**config.mk**
```make
export PLATFORM = sky130hd
export DESIGN_NAME = neuron_mac_stream_flat
export DESIGN_NICKNAME = d
export VERILOG_FILES = /design/src/rtl/neuron_mac_stream_if.sv /design/src/rtl/neuron_mac_stream.sv /design/src/flat_wrapper.sv
export SDC_FILE = /design/constraint.sdc
export NUM_CORES = 1
export LEC_CHECK = 0
export ABC_AREA = 1
export ABC_CLOCK_PERIOD_IN_PS = 4800
export CAP_MARGIN = 20
export CORE_ASPECT_RATIO = 0.75
export CORE_MARGIN = 4
export CORE_UTILIZATION = 45
export CTS_CLUSTER_DIAMETER = 60
export DETAILED_ROUTE_END_ITERATION = 10
export HOLD_SLACK_MARGIN = 0.1
export MAX_ROUTING_LAYER = met4
export PLACE_DENSITY = 0.65
export SLEW_MARGIN = 40
export SYNTH_ARGS = -nofsm -noshare
export SYNTH_HDL_FRONTEND = slang
export SYNTH_SLANG_ARGS = --single-unit
```
**constraint.sdc**
```tcl
create_clock -name clk -period 4.8 [get_ports clk]
set_input_delay 0.48 -clock clk [delete_from_list [all_inputs] [get_ports clk]]
set_output_delay 0.48 -clock clk [all_outputs]
set_load 0.02 [all_outputs]
```
**src/rtl/neuron_mac_stream_if.sv**
```systemverilog
// neuron_mac_stream_if -- handshake bundle for one neuron compute block.
//   start/bias          : result request (bias latched with the accepted start)
//   in_valid/in_ready   : din/w beat stream
//   out_valid/out_ready : result stream, out_data plus out_sat/acc_ovf flags
//   busy                : block is mid-result
// master = producer/consumer side, slave = the neuron block.
interface neuron_mac_stream_if #(
  parameter int DATA_W = 8,
  parameter int W_W    = 8,
  parameter int BIAS_W = 8,
  parameter int OUT_W  = 8
);
  logic                     start;
  logic signed [BIAS_W-1:0] bias;
  logic                     in_valid;
  logic                     in_ready;
  logic signed [DATA_W-1:0] din;
  logic signed [W_W-1:0]    w;
  logic                     out_valid;
  logic                     out_ready;
  logic signed [OUT_W-1:0]  out_data;
  logic                     out_sat;
  logic                     acc_ovf;
  logic                     busy;

  modport master (
    output start, bias, in_valid, din, w, out_ready,
    input  in_ready, out_valid, out_data, out_sat, acc_ovf, busy
  );

  modport slave (
    input  start, bias, in_valid, din, w, out_ready,
    output in_ready, out_valid, out_data, out_sat, acc_ovf, busy
  );
endinterface

```
**src/rtl/neuron_mac_stream.sv**
```systemverilog
// neuron_mac_stream -- single-neuron MAC: sums N_INPUTS signed din*w products
// into a saturating accumulator, adds bias, shifts right by FRAC_SHIFT and
// applies ReLU (ACT_MODE=0) or linear (ACT_MODE=1) clamping to OUT_W bits.
//   clk, rst : clock, synchronous active-high reset (aborts any run)
//   io       : neuron_mac_stream_if.slave (start/bias, beat stream, result)
module neuron_mac_stream #(
  parameter int N_INPUTS   = 256,
  parameter int DATA_W     = 8,
  parameter int W_W        = 8,
  parameter int BIAS_W     = 8,
  parameter int ACC_W      = 24,
  parameter int OUT_W      = 8,
  parameter int FRAC_SHIFT = 0,
  parameter int ACT_MODE   = 0
) (
  input logic clk,
  input logic rst,
  neuron_mac_stream_if.slave io
);
  localparam int CNT_W = $clog2(N_INPUTS + 1);
  localparam int P_W   = DATA_W + W_W;
  localparam int AW1   = ACC_W + 1;
  // Clamp compare width: wide enough for both the accumulator and OUT_W bounds.
  localparam int SW    = (ACC_W > OUT_W) ? ACC_W : OUT_W + 1;

  localparam logic signed [ACC_W-1:0] ACC_MAX = {1'b0, {(ACC_W-1){1'b1}}};
  localparam logic signed [ACC_W-1:0] ACC_MIN = {1'b1, {(ACC_W-1){1'b0}}};
  localparam logic signed [SW-1:0]    OMAX    = SW'((64'sd1 <<< (OUT_W - 1)) - 64'sd1);
  // ReLU floor is 0; linear floor is -2^(OUT_W-1) == ~OMAX.
  localparam logic signed [SW-1:0]    OMIN    = (ACT_MODE == 0) ? '0 : ~OMAX;

  typedef enum logic [2:0] {S_IDLE, S_ACCUM, S_DRAIN, S_BIAS, S_ACT, S_OUT} state_t;
  state_t state, state_n;

  logic [CNT_W-1:0]         cnt;
  logic signed [BIAS_W-1:0] bias_q;
  logic signed [P_W-1:0]    mult;
  logic                     mult_vld;
  logic signed [ACC_W-1:0]  acc;
  logic                     out_valid_q, out_sat_q, acc_ovf_q;
  logic signed [OUT_W-1:0]  out_data_q;

  logic in_ready, beat, last_beat;
  assign in_ready  = (state == S_ACCUM);
  assign beat      = io.in_valid & in_ready;
  assign last_beat = beat && (cnt == CNT_W'(N_INPUTS - 1));

  // FSM
  always_ff @(posedge clk) begin
    if (rst) state <= S_IDLE;
    else     state <= state_n;
  end

  always_comb begin
    state_n = state;
    case (state)
      S_IDLE:  if (io.start) state_n = S_ACCUM;
      S_ACCUM: if (last_beat) state_n = S_DRAIN;
      S_DRAIN: state_n = S_BIAS;
      S_BIAS:  state_n = S_ACT;
      S_ACT:   state_n = S_OUT;
      S_OUT:   if (io.out_ready) state_n = S_IDLE;
      default: state_n = S_IDLE;
    endcase
  end

  // Saturating accumulate: one guard bit catches overflow of either sign.
  // Products and bias never collide: mult_vld is already clear in BIAS.
  logic                    add_en, sum_ovf;
  logic signed [AW1-1:0]   addend, sum;
  logic signed [ACC_W-1:0] acc_sat;

  always_comb begin
    add_en  = mult_vld | (state == S_BIAS);
    addend  = (state == S_BIAS) ? AW1'(bias_q) : AW1'(mult);
    sum     = {acc[ACC_W-1], acc} + addend;
    sum_ovf = sum[ACC_W] ^ sum[ACC_W-1];
    acc_sat = sum_ovf ? (sum[ACC_W] ? ACC_MIN : ACC_MAX) : sum[ACC_W-1:0];
  end

  // Activation clamp; ReLU zeroing of negatives is not flagged as saturation.
  logic signed [ACC_W-1:0] shifted;
  logic signed [SW-1:0]    s_w, act_val;
  logic                    act_sat;

  always_comb begin
    shifted = acc >>> FRAC_SHIFT;
    s_w     = SW'(shifted);
    act_val = s_w;
    act_sat = 1'b0;
    if (s_w > OMAX) begin
      act_val = OMAX;
      act_sat = 1'b1;
    end else if (s_w < OMIN) begin
      act_val = OMIN;
      act_sat = (ACT_MODE != 0);
    end
  end

  // Datapath
  always_ff @(posedge clk) begin
    if (rst) begin
      cnt         <= '0;
      bias_q      <= '0;
      mult        <= '0;
      mult_vld    <= 1'b0;
      acc         <= '0;
      out_valid_q <= 1'b0;
      out_data_q  <= '0;
      out_sat_q   <= 1'b0;
      acc_ovf_q   <= 1'b0;
    end else begin
      mult_vld <= beat;
      if (beat) begin
        mult <= P_W'(io.din) * P_W'(io.w);
        cnt  <= cnt + CNT_W'(1);
      end
      if (add_en) begin
        acc <= acc_sat;
        if (sum_ovf) acc_ovf_q <= 1'b1;
      end
      case (state)
        S_IDLE: if (io.start) begin
          bias_q    <= io.bias;
          acc       <= '0;
          acc_ovf_q <= 1'b0;
          cnt       <= '0;
        end
        S_ACT: begin
          out_data_q  <= OUT_W'(act_val);
          out_sat_q   <= act_sat;
          out_valid_q <= 1'b1;
        end
        S_OUT: if (io.out_ready) out_valid_q <= 1'b0;
        default: ;
      endcase
    end
  end

  assign io.in_ready  = in_ready;
  assign io.busy      = (state != S_IDLE);
  assign io.out_valid = out_valid_q;
  assign io.out_data  = out_data_q;
  assign io.out_sat   = out_sat_q;
  assign io.acc_ovf   = acc_ovf_q;
endmodule

```
**src/flat_wrapper.sv**
```systemverilog
// flat-port wrapper written by rule: the top's interface ports become plain ports
module neuron_mac_stream_flat 
#(
  parameter int N_INPUTS   = 256,
  parameter int DATA_W     = 8,
  parameter int W_W        = 8,
  parameter int BIAS_W     = 8,
  parameter int ACC_W      = 24,
  parameter int OUT_W      = 8,
  parameter int FRAC_SHIFT = 0,
  parameter int ACT_MODE   = 0
)
  (clk, rst, io_start, io_bias, io_in_valid, io_din, io_w, io_out_ready, io_in_ready, io_out_valid, io_out_data, io_out_sat, io_acc_ovf, io_busy);
  neuron_mac_stream_if #(.DATA_W(DATA_W), .W_W(W_W), .BIAS_W(BIAS_W), .OUT_W(OUT_W)) io_i ();
  input logic clk;
  input logic rst;
  input wire logic [$bits(io_i.start)-1:0] io_start;
  input wire logic [$bits(io_i.bias)-1:0] io_bias;
  input wire logic [$bits(io_i.in_valid)-1:0] io_in_valid;
  input wire logic [$bits(io_i.din)-1:0] io_din;
  input wire logic [$bits(io_i.w)-1:0] io_w;
  input wire logic [$bits(io_i.out_ready)-1:0] io_out_ready;
  output wire logic [$bits(io_i.in_ready)-1:0] io_in_ready;
  output wire logic [$bits(io_i.out_valid)-1:0] io_out_valid;
  output wire logic [$bits(io_i.out_data)-1:0] io_out_data;
  output wire logic [$bits(io_i.out_sat)-1:0] io_out_sat;
  output wire logic [$bits(io_i.acc_ovf)-1:0] io_acc_ovf;
  output wire logic [$bits(io_i.busy)-1:0] io_busy;
  assign io_i.start = io_start;
  assign io_i.bias = io_bias;
  assign io_i.in_valid = io_in_valid;
  assign io_i.din = io_din;
  assign io_i.w = io_w;
  assign io_i.out_ready = io_out_ready;
  assign io_in_ready = io_i.in_ready;
  assign io_out_valid = io_i.out_valid;
  assign io_out_data = io_i.out_data;
  assign io_out_sat = io_i.out_sat;
  assign io_acc_ovf = io_i.acc_ovf;
  assign io_busy = io_i.busy;
  neuron_mac_stream #(.N_INPUTS(N_INPUTS), .DATA_W(DATA_W), .W_W(W_W), .BIAS_W(BIAS_W), .ACC_W(ACC_W), .OUT_W(OUT_W), .FRAC_SHIFT(FRAC_SHIFT), .ACT_MODE(ACT_MODE)) u_core (.clk(clk), .rst(rst), .io(io_i));
endmodule
```
==> implementation parameters <==
Parameter                              Value

Pwr
  Power density over cell area ... 377 nW/µm²
  Fraction of power consumed by sequential logic ... 20.1%
  Fraction of power spent switching nets ... 39.3%
  Clock Power Share ... 23.1%
  Internal ... 1.94 mW
  Switching component of the power ... 1.25 mW
  Max IR drop VDD ... 0.000230 V
  Power share of the combinational group ... 56.8%
  Final Power ... 3.19 mW
  Leak ... 4.54 nW

Global route
  Pin count of the biggest net entering global routing ... 25
  Number of global-route vias before repair ... 6162
  GRT Total Usage ... 21.8%
  Total congestion overflow after global routing ... 0
  Antenna violations before repair ... 0
  Global-route wire length before repair ... 30.8 mm

Logic synthesis
  Share of synthesized cell area in and, or, nand and nor gates ... 22.8%
  Proportion of synthesized area in mux cells ... 0%
  Average size of a mapped cell ... 6.84 µm²
  Share of synthesized cell area in full adder, half adder and majority cells ... 25.4%
  Seq/Total Area, Yosys ... 20.2%
  Library cells used by synthesis ... 38
  Net count after synthesis ... 1182
  Number of register bits inferred by synthesis ... 72
  Netlist area before placement ... 7120 µm²
  Xor-xnor portion of the synthesized cell area ... 4.18%
  Yosys warns ... 0
  Compound-Gate Fraction of Synth Area ... 13.3%
  Combinational family with the most area after synthesis ... adder cells
  Gate count of the mapped netlist ... 1042

Routing
  DRT met1 WL ... 10.4 mm
  Count of unresolved DRC violations after routing ... 0
  Number of design-rule violations left by the first detailed-router iteration ... 480
  Wire length per cell ... 13.7 µm
  Number of nets with antenna violations after routing ... 0
  Detail-routed via count per cell ... 4.91
  Met3 routed WL ... 995 µm
  Final wirelength ... 18.3 mm
  Highest routed metal layer ... met4
  First drt pass iteration count ... 5
  Total met2 wirelength after detailed routing ... 6.73 mm
  Vias post-DR ... 6525

Final layout
  Relative area change from synthesis to final layout ... 18.9%
  # diodes ... 0
  Share of the core filled with cells in the final layout ... 55.1%
  Layout Cell Area excl Fill ... 8470 µm²
  Final net count ... 1259
  Share of final-layout standard cells stronger than drive strength 1 ... 9.70%
  Filler Cell Count ... 1549
  Final Non-Filler Cells ... 1329

Worst setup path
  Slowest cell on the critical path ... sky130_fd_sc_hd__fa_1
  CP Launch Type ... input port
  Worst path most repeated cell ... sky130_fd_sc_hd__inv_1
  Launching point of the worst reg2reg path ... u_core.state[0]
  CP Capture Type ... flop
  Required time worst endpoint ... 5.03 ns
  Cell family with the largest share of critical-path delay ... adder cells
  Crit path launch ... io_din[7]
  Buffers plus inverters on the worst setup path ... 8
  Crit Path Class ... input port to flop
  Top fanout value on the critical path ... 5
  Crit path DAT ... 4.80 ns
  Cells along the critical path ... clkdlybuf4s50_1 > nand2_1 > inv_1 > fa_1 > inv_2 > fa_1 > inv_1 > fa_1 > inv_1 > fa_1 > inv_1 > ha_1 > buf_4 > nand2_1 > nand2_1 > a31oi_2 > nand3_1 > nand2_1 > nand3_1 > o211ai_1 > inv_1
  Slowest Stage Delay on Critical Path ... 0.58 ns

CTS
  Source-to-sink clock delay at the later pin of the worst-skew pair ... 0.34 ns
  CTS Hold Buffers Added ... 0
  Clock sink count ... 72
  Buffer type at the clock tree root ... sky130_fd_sc_hd__clkbuf_16
  H-tree Lvls ... 3
  Number of buffers created by CTS ... 9
  Post-CTS setup-driven buffer insertion count ... 0
  Max Root-Sink Buffers ... 2
  Post-cts sizing count ... 0
  Clk slew on worst S/H paths ... 0.06 ns
  TritonCTS clock tree ... yes

Placed design
  Total placed instance area ... 8090 µm²
  Number of port buffers ... 41
  Final RePlAce weighted congestion ... 0.951
  HPWL Detailed ... 14.7 mm
  Minimum setup slack after placement ... -0.194 ns
  Post-placement cell count ... 1313

Timing
  Worst hold margin ... 0.444 ns
  Summed negative setup slack over all endpoints ... 0 ns
  Final setup violating endpoints ... 0
  Relative slew margins ... 46.7%
  Setup repair after global routing missed its margin ... false
  Final Max Tran Viols ... 0
  Setup ws final ... 0.230 ns
  Worst-margin pin slew ... 0.792 ns
  Fraction of the cycle the final worst path needs ... 95.2%
  Setup Skew ... 0.00788 ns
  Minimum clock period after layout ... 4.57 ns
  F_max ... 0.219 GHz
  Hold Fails Final Rpt ... 0

Die
  Standard-cell rows ... 39
  Die Y-Extent ... 117 µm
  Core ar. ... 15400 µm²
  Die W ... 153 µm
  Initial core utilization ... 46.3%
  Total die area ... 17900 µm²
  Count of boundary I/O pins ... 42

Worst hold path
  HP Class ... flop to flop
  Min-delay src ... u_core.io.out_data[7]

Outcome
  Outcome ... complete, no violations

Run
  Number of maximum-capacitance violations ... 0
[Yosys cell counts]
cell,instances,area (µm²)
sky130_fd_sc_hd__buf_1,1,3.75
sky130_fd_sc_hd__nand2_1,229,860
sky130_fd_sc_hd__nor2_4,1,11.3
sky130_fd_sc_hd__or2_2,3,18.8
sky130_fd_sc_hd__o21a_1,1,7.51
sky130_fd_sc_hd__nor3_1,11,55.1
sky130_fd_sc_hd__o31ai_1,1,7.51
sky130_fd_sc_hd__inv_2,2,7.51
sky130_fd_sc_hd__and2_1,2,12.5
sky130_fd_sc_hd__ha_1,55,688
sky130_fd_sc_hd__xor2_1,19,166
sky130_fd_sc_hd__clkinv_1,1,3.75
sky130_fd_sc_hd__dfxtp_1,72,1440
sky130_fd_sc_hd__clkbuf_1,28,105
sky130_fd_sc_hd__a21oi_1,75,375
sky130_fd_sc_hd__o211ai_1,1,7.51
sky130_fd_sc_hd__a21oi_4,1,16.3
sky130_fd_sc_hd__o21ai_1,10,50.1
sky130_fd_sc_hd__buf_6,2,22.5
sky130_fd_sc_hd__nor2_1,70,263
sky130_fd_sc_hd__a41oi_1,1,8.76
sky130_fd_sc_hd__a21oi_2,4,35.0
sky130_fd_sc_hd__nand3_1,38,190
sky130_fd_sc_hd__fa_1,56,1120
sky130_fd_sc_hd__a31oi_1,10,62.6
sky130_fd_sc_hd__buf_2,1,5.00
sky130_fd_sc_hd__nand3b_1,1,7.51
sky130_fd_sc_hd__nor2_2,4,25.0
sky130_fd_sc_hd__nand2_4,2,22.5
sky130_fd_sc_hd__o21bai_1,6,45.0
sky130_fd_sc_hd__nor4_1,4,25.0
sky130_fd_sc_hd__inv_1,229,860
sky130_fd_sc_hd__a21boi_0,1,7.51
sky130_fd_sc_hd__xnor2_1,15,131
sky130_fd_sc_hd__o21ai_0,63,315
sky130_fd_sc_hd__o311ai_0,1,8.76
sky130_fd_sc_hd__nand4_1,11,68.8
sky130_fd_sc_hd__nand2_2,10,62.6
[layout by cell type (no fill, tap or decap), drive strengths merged, types with 2 or more instances in the layout]
| master | instances |
|---|---|
| fa | 56 |
| dlymetal6s2s | 4 |
| xnor2 | 15 |
| clkbuf | 10 |
| xor2 | 19 |
| a31oi | 10 |
| inv | 231 |
| nor4 | 4 |
| clkdlybuf4s50 | 37 |
| buf | 57 |
| o21bai | 6 |
| and2 | 2 |
| nor3 | 11 |
| nor2 | 75 |
| dfxtp | 72 |
| ha | 55 |
| clkinv | 4 |
| or2 | 3 |
| o21ai | 73 |
| a21oi | 80 |
| nand4 | 11 |
| nand2 | 241 |
| bufinv | 2 |
| nand3 | 38 |
[final timing paths]
| check | depth (start not counted) | to | slack, ns |
|---|---|---|---|
| worst max-delay path | 21 | u_core.mult[14] | 0.23 |
| worst min-delay path | 2 | u_core.io.out_data[7] | 0.44 |
| worst max register to register | 19 | u_core.acc[13] | 0.90 |
| worst min register to register | 2 | u_core.io.out_data[7] | 0.44 |
[final cells by class]
type / count / area, µm² / area share [%]
sequential: 72 / 1440 / 17.0
clock buffer: 10 / 239 / 2.82
tap: 205 / 256 / 3.03
multi-input combinational: 706 / 4720 / 55.8
timing repair buffer: 98 / 848 / 10.0
inverter: 232 / 871 / 10.3
clock inverter: 6 / 90.1 / 1.06
[logic make-up after synthesis]
group / count (synthesis)
flops: 72
compound gates: 175
fa+ha+maj: 111
buf+inv: 264
xor+xnor: 34
simple gates: 386
[flip-flops by register name, summed over array words and instances (netlist names)]
name / count
u_core.io.out_valid: 1
u_core.io.out_data: 8
u_core.state: 3
u_core.io.acc_ovf: 1
u_core.acc: 24
u_core.mult: 16
u_core.cnt: 9
u_core.mult_vld: 1
u_core.bias_q: 8
u_core.io.out_sat: 1
[routing by layer]
metal / global-route usage (%) / vias to the layer above
met5: - / -
li1: - / 3375
met4: 2.79 / 0
met2: 29.1 / 157
met1: 34.8 / 2976
met3: 3.79 / 17
[worst register-to-register path, stage by stage (launching register included)]
cell                      delay, ns
sky130_fd_sc_hd__dfxtp_1       0.40
sky130_fd_sc_hd__inv_2         0.06
sky130_fd_sc_hd__nor2_1        0.12
sky130_fd_sc_hd__nand2_1       0.29
sky130_fd_sc_hd__inv_1         0.18
sky130_fd_sc_hd__nand2_1       0.20
sky130_fd_sc_hd__o21ai_0       0.19
sky130_fd_sc_hd__inv_1         0.24
sky130_fd_sc_hd__ha_1          0.45
sky130_fd_sc_hd__nand2_2       0.13
sky130_fd_sc_hd__inv_1         0.04
sky130_fd_sc_hd__nand2_1       0.07
sky130_fd_sc_hd__nand2_1       0.08
sky130_fd_sc_hd__a21oi_1       0.29
sky130_fd_sc_hd__nand3_1       0.15
sky130_fd_sc_hd__nand2_1       0.09
sky130_fd_sc_hd__nand2_2       0.08
sky130_fd_sc_hd__a21oi_4       0.48
sky130_fd_sc_hd__nand2_1       0.15
sky130_fd_sc_hd__a21oi_1       0.14
[power groups by stage]
stage	Clock [mW]	Sequential, mW	Combinational [mW]
finish	0.738	0.642	1.81
global route	0.774	0.644	2.05
CTS	0.751	0.641	1.75
detailed placement	0	0.654	1.74
global placement	0	0.654	1.72
floorplan	0	0.649	1.05
Note: power is estimated with default switching activity, not from simulation.
